--- src/rtl/amm_csr_bank.sv ---
// Avalon-MM control/status register bank with per-bit RW, read-only (hardware-driven)
// and sticky write-1-to-clear bits, a fixed-latency read pipeline and an error counter.
module amm_csr_bank #(
  parameter int REG_CNT  = 32,
  parameter int DATA_W   = 16,
  parameter int READ_LAT = 1,
  parameter logic [REG_CNT*DATA_W-1:0] RO_MASK = (REG_CNT*DATA_W)'({((REG_CNT+3)/4){
      {DATA_W{1'b1}},
      {{(DATA_W/2){1'b1}}, {(DATA_W/2){1'b0}}},
      {{(DATA_W/2){1'b0}}, {(DATA_W/2){1'b1}}},
      {DATA_W{1'b0}}}}),
  parameter logic [REG_CNT*DATA_W-1:0] W1C_MASK = '0,
  parameter logic [REG_CNT*DATA_W-1:0] INIT     = {REG_CNT{DATA_W'(16'hABCD)}},
  localparam int ADDR_W = (REG_CNT > 1) ? $clog2(REG_CNT) : 1,
  localparam int BE_W   = DATA_W / 8
) (
  input  logic                      clk_i,
  input  logic                      rst_n_i,
  input  logic [ADDR_W-1:0]         amm_address_i,
  input  logic                      amm_write_i,
  input  logic [DATA_W-1:0]         amm_writedata_i,
  input  logic [BE_W-1:0]           amm_byteenable_i,
  input  logic                      amm_read_i,
  output logic [DATA_W-1:0]         amm_readdata_o,
  output logic                      amm_readdatavalid_o,
  output logic                      amm_waitrequest_o,
  input  logic [REG_CNT*DATA_W-1:0] hw_ro_i,
  input  logic [REG_CNT*DATA_W-1:0] hw_set_i,
  output logic [REG_CNT*DATA_W-1:0] regs_o,
  output logic                      irq_o,
  output logic [7:0]                err_cnt_o
);

  localparam int TOT_W = REG_CNT * DATA_W;
  // RO wins over W1C where both are set; everything else is plain RW.
  localparam logic [TOT_W-1:0] RO_EFF  = RO_MASK;
  localparam logic [TOT_W-1:0] W1C_EFF = W1C_MASK & ~RO_MASK;
  localparam logic [TOT_W-1:0] RW_EFF  = ~(RO_MASK | W1C_EFF);

  logic [TOT_W-1:0]  reg_q, reg_d;
  logic [TOT_W-1:0]  regs_view;
  logic [TOT_W-1:0]  wr_mask;
  logic [TOT_W-1:0]  wdata_rep;
  logic [DATA_W-1:0] be_mask;
  logic [DATA_W-1:0] rd_sample;
  logic              addr_ok;
  logic [READ_LAT-1:0] pv_q;
  logic [DATA_W-1:0] pd_q [READ_LAT];
  logic [7:0]        err_q;
  logic              irq_q;

  assign addr_ok   = int'(amm_address_i) < REG_CNT;
  assign regs_view = (reg_q & ~RO_EFF) | (hw_ro_i & RO_EFF);
  assign wdata_rep = {REG_CNT{amm_writedata_i}};

  always_comb begin
    be_mask = '0;
    for (int b = 0; b < BE_W; b++) begin
      be_mask[b*8 +: 8] = {8{amm_byteenable_i[b]}};
    end
  end

  always_comb begin
    wr_mask = '0;
    for (int r = 0; r < REG_CNT; r++) begin
      if (amm_write_i && addr_ok && (amm_address_i == ADDR_W'(r))) begin
        wr_mask[r*DATA_W +: DATA_W] = be_mask;
      end
    end
  end

  // A hardware set pulse overrides a host clear issued in the same cycle.
  always_comb begin
    reg_d = (RW_EFF & ((wr_mask & wdata_rep) | (~wr_mask & reg_q)))
          | (W1C_EFF & ((reg_q & ~(wr_mask & wdata_rep)) | hw_set_i));
  end

  always_comb begin
    rd_sample = '0;
    if (addr_ok) begin
      rd_sample = regs_view[int'(amm_address_i)*DATA_W +: DATA_W];
    end
  end

  always_ff @(posedge clk_i or negedge rst_n_i) begin
    if (!rst_n_i) begin
      reg_q <= INIT & ~RO_EFF;
      irq_q <= 1'b0;
      err_q <= 8'd0;
    end else begin
      reg_q <= reg_d;
      irq_q <= |(reg_q & W1C_EFF);
      if ((amm_read_i || amm_write_i) && !addr_ok && (err_q != 8'hFF)) begin
        err_q <= err_q + 8'd1;
      end
    end
  end

  // Each data stage loads only alongside a valid, so the last stage holds between responses.
  always_ff @(posedge clk_i or negedge rst_n_i) begin
    if (!rst_n_i) begin
      pv_q <= '0;
      for (int i = 0; i < READ_LAT; i++) pd_q[i] <= '0;
    end else begin
      pv_q[0] <= amm_read_i;
      if (amm_read_i) pd_q[0] <= rd_sample;
      for (int i = 1; i < READ_LAT; i++) begin
        pv_q[i] <= pv_q[i-1];
        if (pv_q[i-1]) pd_q[i] <= pd_q[i-1];
      end
    end
  end

  assign amm_readdata_o      = pd_q[READ_LAT-1];
  assign amm_readdatavalid_o = pv_q[READ_LAT-1];
  assign amm_waitrequest_o   = 1'b0;
  assign regs_o              = regs_view;
  assign irq_o               = irq_q;
  assign err_cnt_o           = err_q;

endmodule

--- config.mk ---
export PLATFORM = sky130hd
export DESIGN_NAME = amm_csr_bank
export DESIGN_NICKNAME = d
export VERILOG_FILES = /design/src/rtl/amm_csr_bank.sv
export SDC_FILE = /design/constraint.sdc
export NUM_CORES = 1
export LEC_CHECK = 0
export BUFFER_PORTS_ARGS = -buffer_cell sky130_fd_sc_hd__buf_4
export CAP_MARGIN = 10
export CELL_PAD_IN_SITES_DETAIL_PLACEMENT = 1
export CELL_PAD_IN_SITES_GLOBAL_PLACEMENT = 1
export CORE_AREA = 3 3 613 615
export CTS_CLUSTER_DIAMETER = 200
export CTS_CLUSTER_SIZE = 20
export DETAILED_ROUTE_END_ITERATION = 10
export DIE_AREA = 0 0 616 618
export PLACE_DENSITY_LB_ADDON = 0.1
export SLEW_MARGIN = 5
export SYNTH_ARGS = -nofsm -noshare
export SYNTH_HDL_FRONTEND = slang
export SYNTH_SLANG_ARGS = --single-unit
--- constraint.sdc ---
create_clock -name clk_i -period 1.7 [get_ports clk_i]
set_clock_uncertainty 0.15 [all_clocks]
set_input_delay 0.255 -clock clk_i [delete_from_list [all_inputs] [get_ports clk_i]]
set_output_delay 0.255 -clock clk_i [all_outputs]
set_load 0.005 [all_outputs]
==> results.toml <==
[logic_synthesis]
synth-main-ff-cell = "dfstp_2"
ys_warn_count = 0
avgSynthCellArea_um2 = 13.1
ys_seq_area_share_pct = 41.4
ys_top_cells_by_area = "dfstp_2, mux2_2, dfrtp_1"
syn_inst = 1302
ys_top_cells_by_count = "buf_4, mux2_2, dfstp_2"
yosysTopAreaCell = "dfstp_2"
syn_area_um2 = 17000
synth_top_area_share_pct = 24.7
synth-seq-cells = 273
synth_edf_count = 0
yosysMostFrequentCell = "buf_4"
ys_types = 57
async_reset_ff_share_pct = 100

[power_and_ir_drop]
seq_power_share_pct = 33.7
powerDensity_nw_per_um2 = 723
p_int_uw = 16000
power_leakage_uw = 0.0146
swShare_pct = 37.9
p_comb_share_pct = 44.6
vdd_drop_max_mv = 0.504
p_switching_uw = 9730
clkPwrFrac_pct = 21.8

[timing]
fin_hold_ws_ps = 47.2
finalSetupTns_ps = -11620
worst_slack_ps = -256
fmax_ghz = 0.511
period_minus_slack_ps = 1960
worstMarginPinSlew_ps = 686
drv_slew = 0
hold_violations = 0
report.final.setup_viol = 177
grt_setup_unrepaired = "yes"
fin_crit_sh_pct = 115
slew_headroom_pct = 54.1

[global_route]
grt_use_met3_pct = 5.61
overflow = 0
grt_first_pass_wirelength_um = 264000
gr-usage-all-layers_pct = 11.3
grt_max_degree = 43
grt_use_met1_pct = 11.7
use_met2_pct = 20.3
busiest_layer = "met2"
antenna_found_initial = 103
grt_pass1_vias = 17432

[detailed_routing]
drc = 0
drt_pass1_iterations = 4
avgViaCountPerCell = 2.14
first_iter_violations = 579
vias = 15892
final_antenna_net_count = 0
post_drt_wl_per_cell_um = 29.9
wl_um = 222000

[die]
die_area_um2 = 381000
die_h_um = 618
start_util_pct = 4.58
fp.coreArea_um2 = 371000
io_pins = 1590
row_count = 224
die_w_um = 616

[critical_path]
crit_type = "flop to flop"
critical-path-top-delay-family = "multiplexers"
max_stage_delay_ps = 450
arrival_ps = 2280
r2r_setup_slack_ps = -260
path_max_fanout = 2
crit_chain = "mux4_2, mux2_4, a221oi_4, buf_4, a211oi_2"
worst_r2r_endpoint = "amm_readdata_o[8]"
startpoint_type = "flop"
required_ps = 2030
cp_num_buf_inv = 1
cp_slowest_cell = "mux4_2"
end_kind = "flop"
r2r_cells = 5

[clock_network]
path_clk_slew_ps = 120
clk_latency_ps = 620
cts_max_path_buffers = 3
cts_htree_levels = 1
cts-root-buf = "clkbuf_16"
cts_tree = "yes"
cts_inserted_buffers = 19
clock_sinks = 273

[min_path]
hold_class = "input pin to async pin"

[cells_and_area]
seq_area_um2 = 7060
area_growth_pct = 109
multi_input_comb_area_um2 = 8090
fin_nets = 3480
n_fill_cell = 43196
drive_above_1_share_pct = 84.1

[placed_design]
io_buffers = 811
place_hpwl_um = 196000
gp_routability_congestion = 0.706

[outcome]
violations = "setup timing"
status = "finished with violations"

[run]
maxCapViolCount = 0
==> power groups by stage <==
| stage | sequential (uW) | combinational, uW | clock (uW) |
|---|---|---|---|
| after floorplan | 8470 | 2620 | 0 |
| after global placement | 8770 | 9980 | 0 |
| after detailed placement | 8750 | 9960 | 0 |
| after CTS | 8690 | 11800 | 6130 |
| after global routing | 8790 | 12300 | 6270 |
| final | 8660 | 11400 | 5590 |
==> metrics by stage <==
step	instances	instance area [um2]	power, uW	utilization [%]	worst slack, ps
after global routing	7419	35500	27400	9.56	-328
final	7429	35500	25700	9.57	-256
after global placement	7206	31600	18800	8.51	-1030
after detailed placement	7206	31600	18700	8.51	-1060
after floorplan	1311	17500	11100	-	-149
after CTS	7386	35100	26700	9.46	-348
==> metal layers <==
layer	vias to the layer above	share of wire [%]	wire length (um)
met1	8181	36	79600
met4	4	2.4	5410
met5	-	0.0099	22
met2	696	51	113000
li1	6814	-	-
met3	197	11	24100
==> kinds of logic (layout without fill, tap and decap cells) <==
kind of cell           Yosys count  after routing  synth area share [%]
buffers and inverters          346           1476                  14.6
AO/OA/AOI/OAI                  107            107                  4.69
multiplexers                   454            454                  34.7
flip-flops                     273            273                  41.4
other                            1             26                0.0221
AND/OR/NAND/NOR                121            121                  4.63
==> worst reg2reg max path: cells and delay by family, from the launching register on <==
family,cells,cell delay [ps]
buffers and inverters,1,180
AO/OA/AOI/OAI,2,360
flip-flops,1,390
multiplexers,2,750
==> layout make-up <==
type,count,share of cell area (%)
diodes,16,0.113
clock buffers,27,1.45
clock inverters,6,0.151
inverters,4,0.0458
multi-input cells,692,22.8
flip-flops and latches,273,19.9
well taps,4972,17.5
repair buffers,1439,38.1
==> layout by cell type, fill, tap and decap left out, types with 9 or more instances in the layout <==
cell	netlist	final
buf_6	9	370
diode_2	0	16
nor2_4	0	9
a221oi_2	0	9
buf_12	0	91
a211oi_2	0	10
nor2_1	20	19
o22ai_1	21	20
dfrtp_1	113	92
conb_1	1	10
buf_4	285	938
dfrtp_2	0	21
o221ai_1	18	18
mux2_2	273	201
a21oi_1	11	9
dfstp_2	160	160
nand2_1	27	25
nor2_2	20	12
mux2i_1	108	103
dlygate4sd3_1	0	19
mux2_4	0	73
mux4_2	40	64
buf_8	1	21
clkbuf_16	0	19
==> how the worst max path moves through the flow <==
stage	to	startpoint	cells past startpoint
6_report	amm_readdata_o[8]	flop	5
5_1_grt	amm_readdata_o[5]	flop	5
4_1_cts	amm_readdata_o[8]	flop	3
3_5_place_dp	amm_readdata_o[8]	amm_address_i[1]	7
3_3_place_gp	amm_readdata_o[8]	amm_address_i[1]	7
2_1_floorplan	flop	amm_address_i[1]	6
==> repair_timing <==
item,CTS,global route
pin swaps,19,21
setup buffers,139,39
gates resized for setup,503,44
setup endpoints to repair,343,298
endpoints found under the hold margin,408,0
hold buffers,19,0
Note: power is estimated with default switching activity, not from simulation.
